--- config.mk ---
export PLATFORM = sky130hd
export DESIGN_NAME = ftm_ts_capture_flat
export DESIGN_NICKNAME = d
export VERILOG_FILES = /design/src/rtl/ftm_ts_capture_pkg.sv /design/src/rtl/ftm_ts_capture_if.sv /design/src/rtl/ftm_ts_fifo.sv /design/src/rtl/ftm_ts_capture.sv /design/src/flat_wrapper.sv
export SDC_FILE = /design/constraint.sdc
export NUM_CORES = 1
export LEC_CHECK = 0
export CAP_MARGIN = 20
export CORE_AREA = 5 5 153 264
export CTS_CLUSTER_DIAMETER = 150
export DETAILED_ROUTE_END_ITERATION = 10
export DIE_AREA = 0 0 158 269
export PLACE_DENSITY_LB_ADDON = 0.15
export SLEW_MARGIN = 20
export SYNTH_ARGS = -nofsm -noshare
export SYNTH_HDL_FRONTEND = slang
export SYNTH_HIERARCHICAL = 1
export SYNTH_SLANG_ARGS = --single-unit
--- constraint.sdc ---
create_clock -name clk -period 3.4 [get_ports clk]
set_input_delay 0.51 -clock clk [delete_from_list [all_inputs] [get_ports clk]]
set_output_delay 0.51 -clock clk [all_outputs]
set_load 0.01 [all_outputs]
--- src/rtl/ftm_ts_capture_pkg.sv ---
`default_nettype none
// ============================================================================
// ftm_ts_capture_pkg : shared widths, entry layout and RX FSM encodings
// Rev 1.0
// ============================================================================
package ftm_ts_capture_pkg;

  localparam int FTM_TS_W  = 48;
  localparam int FTM_ENT_W = FTM_TS_W + 1;

  localparam logic [0:0] FTM_RX_IDLE = 1'b0;
  localparam logic [0:0] FTM_RX_PEND = 1'b1;

  typedef struct packed {
    logic                is_rx;
    logic [FTM_TS_W-1:0] ts;
  } ftm_entry_t;

  function automatic logic [7:0] ftm_sat_add8(input logic [7:0] a, input logic [1:0] inc);
    logic [8:0] s;
    s = {1'b0, a} + {7'b0, inc};
    return s[8] ? 8'hFF : s[7:0];
  endfunction

endpackage
`default_nettype wire

--- src/rtl/ftm_ts_capture_if.sv ---
`default_nettype none
// ============================================================================
// ftm_ts_capture_if : timestamp readout valid/ready port
// Rev 1.0
// ============================================================================
interface ftm_ts_capture_if;
  import ftm_ts_capture_pkg::*;

  logic                ts_valid;
  logic                ts_ready;
  logic [FTM_TS_W-1:0] ts_data;
  logic                ts_is_rx;

  modport master (output ts_valid, output ts_data, output ts_is_rx, input ts_ready);
  modport slave  (input ts_valid, input ts_data, input ts_is_rx, output ts_ready);

endinterface
`default_nettype wire

--- src/rtl/ftm_ts_fifo.sv ---
`default_nettype none
// ============================================================================
// ftm_ts_fifo : first-word fall-through timestamp FIFO, head driven from regs
// Rev 1.0
// ============================================================================
module ftm_ts_fifo
  import ftm_ts_capture_pkg::*;
#(
  parameter int unsigned FIFO_DEPTH = 4
) (
  input  wire logic                          clk,
  input  wire logic                          rstn,
  input  wire logic                          clear,
  input  wire logic                          wr_en,
  input  wire ftm_entry_t                    wr_data,
  input  wire logic                          rd_en,
  output      ftm_entry_t                    rd_data,
  output      logic                          empty,
  output      logic                          full,
  output      logic [$clog2(FIFO_DEPTH):0]   count
);

  localparam int AW = $clog2(FIFO_DEPTH);

  logic [FTM_ENT_W-1:0] mem_q [FIFO_DEPTH];
  logic [AW-1:0]        wr_ptr_q, wr_ptr_d;
  logic [AW-1:0]        rd_ptr_q, rd_ptr_d;
  logic [AW:0]          count_q, count_d;
  logic                 wr_ok;
  logic                 rd_ok;

  assign empty   = (count_q == '0);
  assign full    = (count_q == (AW+1)'(FIFO_DEPTH));
  assign count   = count_q;
  assign rd_data = ftm_entry_t'(mem_q[rd_ptr_q]);

  // When full, a write is only accepted if the head leaves in the same cycle.
  assign rd_ok = rd_en & ~empty;
  assign wr_ok = wr_en & (~full | rd_ok);

  always_comb begin
    wr_ptr_d = wr_ptr_q;
    rd_ptr_d = rd_ptr_q;
    count_d  = count_q;
    if (clear) begin
      wr_ptr_d = '0;
      rd_ptr_d = '0;
      count_d  = '0;
    end else begin
      if (wr_ok) wr_ptr_d = wr_ptr_q + AW'(1);
      if (rd_ok) rd_ptr_d = rd_ptr_q + AW'(1);
      count_d = count_q + (AW+1)'(wr_ok) - (AW+1)'(rd_ok);
    end
  end

  always_ff @(posedge clk or negedge rstn) begin
    if (!rstn) begin
      wr_ptr_q <= '0;
      rd_ptr_q <= '0;
      count_q  <= '0;
      for (int i = 0; i < int'(FIFO_DEPTH); i++) mem_q[i] <= '0;
    end else begin
      wr_ptr_q <= wr_ptr_d;
      rd_ptr_q <= rd_ptr_d;
      count_q  <= count_d;
      if (wr_ok && !clear) mem_q[wr_ptr_q] <= wr_data;
    end
  end

endmodule
`default_nettype wire

--- src/rtl/ftm_ts_capture.sv ---
`default_nettype none
// ============================================================================
// ftm_ts_capture : latency-corrected TX/RX timebase capture with readout FIFO
// Rev 1.0
// ============================================================================
module ftm_ts_capture
  import ftm_ts_capture_pkg::*;
#(
  parameter int unsigned TX_LAT_PS       = 2500,
  parameter int unsigned RX_LAT_PS       = 4000,
  parameter int unsigned FIFO_DEPTH      = 4,
  parameter int unsigned FCS_TIMEOUT_CYC = 600000
) (
  input  wire logic                        clk,
  input  wire logic                        rstn,
  input  wire logic [FTM_TS_W-1:0]         ftm_time,
  input  wire logic                        tx_start,
  input  wire logic                        rx_start,
  input  wire logic                        fcs_valid,
  input  wire logic                        fcs_ok,
  input  wire logic                        clear,
  ftm_ts_capture_if.master                 ts,
  output      logic [$clog2(FIFO_DEPTH):0] fifo_count,
  output      logic [7:0]                  ovf_cnt
);

  localparam logic [23:0] TMO_LAST = 24'(FCS_TIMEOUT_CYC - 1);

  logic [FTM_TS_W-1:0] tx_corr, rx_corr;
  logic [FTM_TS_W-1:0] tx_hold_q, tx_hold_d;
  logic                tx_hold_v_q, tx_hold_v_d;
  logic [FTM_TS_W-1:0] rx_cap_q, rx_cap_d;
  logic [0:0]          rx_state_q, rx_state_d;
  logic [23:0]         tmo_q, tmo_d;
  logic [7:0]          ovf_q, ovf_d;
  logic                rx_commit;
  logic                tx_drain;
  logic                tx_ovw;
  logic                wr_en, pop, drop;
  logic                fifo_full, fifo_empty;
  ftm_entry_t          wr_data, head;

  assign tx_corr = ftm_time + FTM_TS_W'(TX_LAT_PS);
  assign rx_corr = ftm_time - FTM_TS_W'(RX_LAT_PS);

  // Old capture is resolved before a same-cycle rx_start recaptures.
  always_comb begin
    rx_state_d = rx_state_q;
    tmo_d      = tmo_q;
    rx_cap_d   = rx_cap_q;
    rx_commit  = 1'b0;
    if (rx_state_q == FTM_RX_PEND) begin
      if (fcs_valid) begin
        rx_commit  = fcs_ok;
        rx_state_d = FTM_RX_IDLE;
      end else if (tmo_q == TMO_LAST) begin
        rx_state_d = FTM_RX_IDLE;
      end else begin
        tmo_d = tmo_q + 24'd1;
      end
    end
    if (rx_start) begin
      rx_cap_d   = rx_corr;
      tmo_d      = '0;
      rx_state_d = FTM_RX_PEND;
    end
    if (clear) begin
      rx_state_d = FTM_RX_IDLE;
      rx_commit  = 1'b0;
    end
  end

  assign tx_drain = tx_hold_v_q & ~rx_commit;
  assign wr_en    = rx_commit | tx_hold_v_q;
  assign wr_data  = rx_commit ? ftm_entry_t'{is_rx: 1'b1, ts: rx_cap_q}
                              : ftm_entry_t'{is_rx: 1'b0, ts: tx_hold_q};
  assign pop      = ~fifo_empty & ts.ts_ready;
  assign drop     = wr_en & fifo_full & ~pop;
  // A hold being drained this cycle is not lost, so only a blocked hold overflows.
  assign tx_ovw   = tx_start & tx_hold_v_q & ~tx_drain;

  always_comb begin
    tx_hold_d   = tx_hold_q;
    tx_hold_v_d = tx_hold_v_q;
    ovf_d       = ftm_sat_add8(ovf_q, {1'b0, drop} + {1'b0, tx_ovw});
    if (tx_start) begin
      tx_hold_d   = tx_corr;
      tx_hold_v_d = 1'b1;
    end else if (tx_drain) begin
      tx_hold_v_d = 1'b0;
    end
    if (clear) begin
      tx_hold_v_d = 1'b0;
      ovf_d       = '0;
    end
  end

  always_ff @(posedge clk or negedge rstn) begin
    if (!rstn) begin
      rx_state_q  <= FTM_RX_IDLE;
      tmo_q       <= '0;
      rx_cap_q    <= '0;
      tx_hold_q   <= '0;
      tx_hold_v_q <= 1'b0;
      ovf_q       <= '0;
    end else begin
      rx_state_q  <= rx_state_d;
      tmo_q       <= tmo_d;
      rx_cap_q    <= rx_cap_d;
      tx_hold_q   <= tx_hold_d;
      tx_hold_v_q <= tx_hold_v_d;
      ovf_q       <= ovf_d;
    end
  end

  ftm_ts_fifo #(
    .FIFO_DEPTH (FIFO_DEPTH)
  ) u_fifo (
    .clk     (clk),
    .rstn    (rstn),
    .clear   (clear),
    .wr_en   (wr_en),
    .wr_data (wr_data),
    .rd_en   (ts.ts_ready),
    .rd_data (head),
    .empty   (fifo_empty),
    .full    (fifo_full),
    .count   (fifo_count)
  );

  assign ts.ts_valid = ~fifo_empty;
  assign ts.ts_data  = head.ts;
  assign ts.ts_is_rx = head.is_rx;
  assign ovf_cnt     = ovf_q;

endmodule
`default_nettype wire

--- src/flat_wrapper.sv ---
// flat-port wrapper written by rule: the top's interface ports become plain ports
module ftm_ts_capture_flat import ftm_ts_capture_pkg::*;
#(
  parameter int unsigned TX_LAT_PS       = 2500,
  parameter int unsigned RX_LAT_PS       = 4000,
  parameter int unsigned FIFO_DEPTH      = 4,
  parameter int unsigned FCS_TIMEOUT_CYC = 600000
)
  (clk, rstn, ftm_time, tx_start, rx_start, fcs_valid, fcs_ok, clear, fifo_count, ovf_cnt, ts_ts_valid, ts_ts_data, ts_ts_is_rx, ts_ts_ready);
  ftm_ts_capture_if ts_i ();
  input  wire logic clk;
  input  wire logic rstn;
  input  wire logic [FTM_TS_W-1:0] ftm_time;
  input  wire logic tx_start;
  input  wire logic rx_start;
  input  wire logic fcs_valid;
  input  wire logic fcs_ok;
  input  wire logic clear;
  output      logic [$clog2(FIFO_DEPTH):0] fifo_count;
  output      logic [7:0] ovf_cnt;
  output wire logic [$bits(ts_i.ts_valid)-1:0] ts_ts_valid;
  output wire logic [$bits(ts_i.ts_data)-1:0] ts_ts_data;
  output wire logic [$bits(ts_i.ts_is_rx)-1:0] ts_ts_is_rx;
  input wire logic [$bits(ts_i.ts_ready)-1:0] ts_ts_ready;
  assign ts_ts_valid = ts_i.ts_valid;
  assign ts_ts_data = ts_i.ts_data;
  assign ts_ts_is_rx = ts_i.ts_is_rx;
  assign ts_i.ts_ready = ts_ts_ready;
  ftm_ts_capture #(.TX_LAT_PS(TX_LAT_PS), .RX_LAT_PS(RX_LAT_PS), .FIFO_DEPTH(FIFO_DEPTH), .FCS_TIMEOUT_CYC(FCS_TIMEOUT_CYC)) u_core (.clk(clk), .rstn(rstn), .ftm_time(ftm_time), .tx_start(tx_start), .rx_start(rx_start), .fcs_valid(fcs_valid), .fcs_ok(fcs_ok), .clear(clear), .ts(ts_i), .fifo_count(fifo_count), .ovf_cnt(ovf_cnt));
endmodule
==> results.tsv <==
stage	metric	value	unit
job	Max Cap Violations	0	
critical_path	Critical Path RT	2.89	ns
sta	Rel. slew slack	37.08	%
die	# IOs	117	
power_and_ir_drop	Combinational Power Share	28.7	%
clock_network	Max clock buf depth	3	
clock_network	CTS Root Buffer Type	clkbuf_16	
finish	post-route cell area	0.01976	mm²
sta	clock skew after layout	0.01685	ns
placement	gpl congestion	0.8522	
placement	Placed Area	0.01854	mm²
detailed_routing	via count	11510	
critical_path	Worst Setup Path Type	reg -> out	
critical_path	CP Data Arrival Time	2.73	ns
synthesis	sequential-to-total area share from yosys stat	49.46	%
sta	unrepaired setup endpoints after global routing	no	
sta	Pins Over Slew Limit	0	
sta	setup TNS	0	ns
grt	first-pass GRT wire length	68000	µm
finish	Non-Filler Instances	2075	
detailed_routing	First DRT Iteration DRCs	627	
grt	gr usage total	20.32	%
power_and_ir_drop	Net Sw Frac	27.10	%
sta	FMAX	308.5	MHz
finish	P&R area growth vs syn	17.28	%
detailed_routing	Residual DRC	0	
sta	setup slack after layout	0.1585	ns
outcome	outcome	completed	
synthesis	Mapped Nets	1545	
power_and_ir_drop	pwr dens	672.3	mW/mm²
die	die area	0.04250	mm²
clock_network	H-tree levels	2	
sta	final worst path period share	95.34	%
placement	Place WS	0.2548	ns
sta	Hold Violations, Final	0	
finish	share of cells above drive strength 1	24.69	%
clock_network	CTS tree	built	
grt	vias in the first global route	12170	
placement	number of I/O port buffers	116	
detailed_routing	Pre-antenna DRT Iters	5	
critical_path	Startpoint Class	flop	
synthesis	Post-synth EDFFs	0	
grt	largest net degree at the start of global routing	98	
die	Die Width	158	µm
clock_network	CTS buffer count	35	
die	Initial Util	44.15	%
synthesis	Unique masters post-synth	65	
power_and_ir_drop	Power Total	13.28	mW
clock_network	CTS hold repair buffers	0	
synthesis	Primary FF master, synth	dfrtp_1	
clock_network	Post-CTS Setup Bufs	0	
clock_network	CTS resizes	0	
die	Site Rows	95	
synthesis	Syn Std Cell Area	0.01685	mm²
clock_network	later-pin clock latency in the skew report	0.52	ns
clock_network	CTS sink count	333	
synthesis	Async SR Flop Fraction	100.0	%
sta	final setup violation count	0	
die	Die Y	269	µm
die	Core ar.	0.03816	mm²
power_and_ir_drop	Clock power frac	30.4	%
synthesis	Syn. warnings	6	
placement	DP Cell Count	2013	
finish	fin nets	1633	
synthesis	Avg Cell Area, Syn	11.41	µm²
power_and_ir_drop	LEAKAGE	8.196	nW
detailed_routing	final wirelength	42580	µm
detailed_routing	ANT nets after route	0	
detailed_routing	vias per cell	5.547	
power_and_ir_drop	cell internal pwr	9.683	mW
finish	final core occ	51.79	%
critical_path	crit end category	output pin	
power_and_ir_drop	Worst VDD drop	0.0005142	V
detailed_routing	Routed WL per cell	20.52	µm
clock_network	Clk pin slew, worst setup/hold paths	0.06	ns
grt	Remaining Overflow, GRT	0	
worst_hold_path	HP Class	in -> async	
power_and_ir_drop	Reg power frac	40.8	%
sta	min Tclk post-route	3.241	ns
placement	dpl hpwl	28660	µm
sta	worst-margin pin slew	0.9438	ns
sta	WHS	0.02387	ns
power_and_ir_drop	switching power	3.600	mW
critical_path	CP Max Fanout	28	
grt	initial antenna violation count	2	
synthesis	flops & latches, synth	333	
synthesis	Cells after Synth	1477	
## placed cells by master (no fill, tap or decap), drive strengths merged, types with 9 or more instances in the layout
cell	n
a21oi	87
a31oi	15
and3	9
buf	46
clkbuf	49
clkdlybuf4s50	113
dfrtp	333
ha	10
inv	24
mux2	212
mux4	49
nand2	183
nand3	34
nand4	26
nor2	121
nor3	25
nor4	36
o21ai	9
o31ai	16
or3	12
or4	15
xnor2	58
xor2	25
## power groups by stage
stage | clock network (mW) | logic (mW) | registers [mW]
finish | 4.04 | 3.82 | 5.43
floorplan | 0 | 2.39 | 5.25
global placement | 0 | 3.85 | 5.45
detailed placement | 0 | 3.90 | 5.50
CTS | 4.18 | 3.91 | 5.44
global route | 4.32 | 4.13 | 5.55
## path summary, 6_finish.rpt
path / slack, ns / cells past startpoint / endpoint / from
min reg2reg: 0.50 / 1 / u_core/u_fifo/mem_q[21] / u_core/u_fifo/mem_q[21]
min: 0.02 / 1 / u_core/u_fifo/mem_q[151] / rstn
max: 0.16 / 3 / ts_ts_data[46] / u_core/u_fifo/rd_ptr_q[1]
min in group clk: 0.50 / 1 / u_core/u_fifo/mem_q[21] / u_core/u_fifo/mem_q[21]
max reg2reg: 0.76 / 9 / u_core/ovf_cnt[0] / u_core/u_fifo/count[1]
max in group asynchronous: 2.49 / 2 / u_core/tmo_q[8] / rstn
## per-layer routing
layer | up-vias | GRT usage [%] | routed length [µm]
met2 | 204 | 36.26 | 22540
met3 | 64 | 3.308 | 1711
li1 | 5411 | - | -
met4 | 0 | 6.022 | 1147
met1 | 5831 | 25.29 | 17190
met5 | - | 0 | 0
## area by class of cell
class | count | area (µm²)
fillers | 3356 | 18400
flip-flops and latches | 333 | 8338
multi-input cells | 1011 | 7920
repair buffers | 159 | 1582
clock buffers | 49 | 1031
well taps | 485 | 606.8
clock inverters | 11 | 182.7
inverters | 25 | 93.84
diodes | 2 | 5.005
## registers in the layout (all words and copies together), names as in the netlist
register,cells
u_core/ovf_cnt,8
u_core/rx_cap_q,48
u_core/rx_state_q,1
u_core/tmo_q,24
u_core/tx_hold_q,48
u_core/tx_hold_v_q,1
u_core/u_fifo/count,3
u_core/u_fifo/mem_q,196
u_core/u_fifo/rd_ptr_q,2
u_core/u_fifo/wr_ptr_q,2
## cell usage after synthesis, drive strengths merged (4+ instances only)
| cell type | count | share of area (%) |
|---|---|---|
| dfrtp | 333 | 49 |
| mux2 | 212 | 15 |
| nand2 | 183 | 4.1 |
| nor2 | 121 | 2.7 |
| a21oi | 87 | 2.6 |
| clkbuf | 62 | 1.4 |
| xnor2 | 58 | 3.0 |
| mux4 | 49 | 6.6 |
| buf | 46 | 1.6 |
| nor4 | 36 | 1.6 |
| nand3 | 34 | 1.1 |
| nand4 | 26 | 0.97 |
| nor3 | 25 | 0.83 |
| xor2 | 25 | 1.3 |
| inv | 23 | 0.51 |
| o31ai | 16 | 0.71 |
| a31oi | 15 | 0.56 |
| or4 | 15 | 0.68 |
| or3 | 12 | 0.45 |
| ha | 10 | 0.74 |
| and3 | 9 | 0.33 |
| o21ai | 9 | 0.27 |
| and4 | 7 | 0.36 |
| nand2b | 6 | 0.22 |
| or2 | 6 | 0.24 |
| and2 | 5 | 0.19 |
| and4bb | 4 | 0.36 |
| nor2b | 4 | 0.15 |
| o211ai | 4 | 0.18 |
## worst max-delay path, cell delays in order, from the launching register on
cell and delay [ns]:
dfrtp_2 0.90, buf_4 0.39, mux4_2 0.40, clkdlybuf4s50_1 0.51
## cells by family after synthesis
logic type | after synthesis | share of synthesized area [%]
simple gates | 503 | 14.88
flops | 333 | 49.46
mux | 261 | 21.39
compound gates | 152 | 5.414
buf+inv | 133 | 3.565
xor+xnor | 83 | 4.315
fa+ha+maj | 12 | 0.9803
No activity file was read; power rests on OpenSTA's default activity.
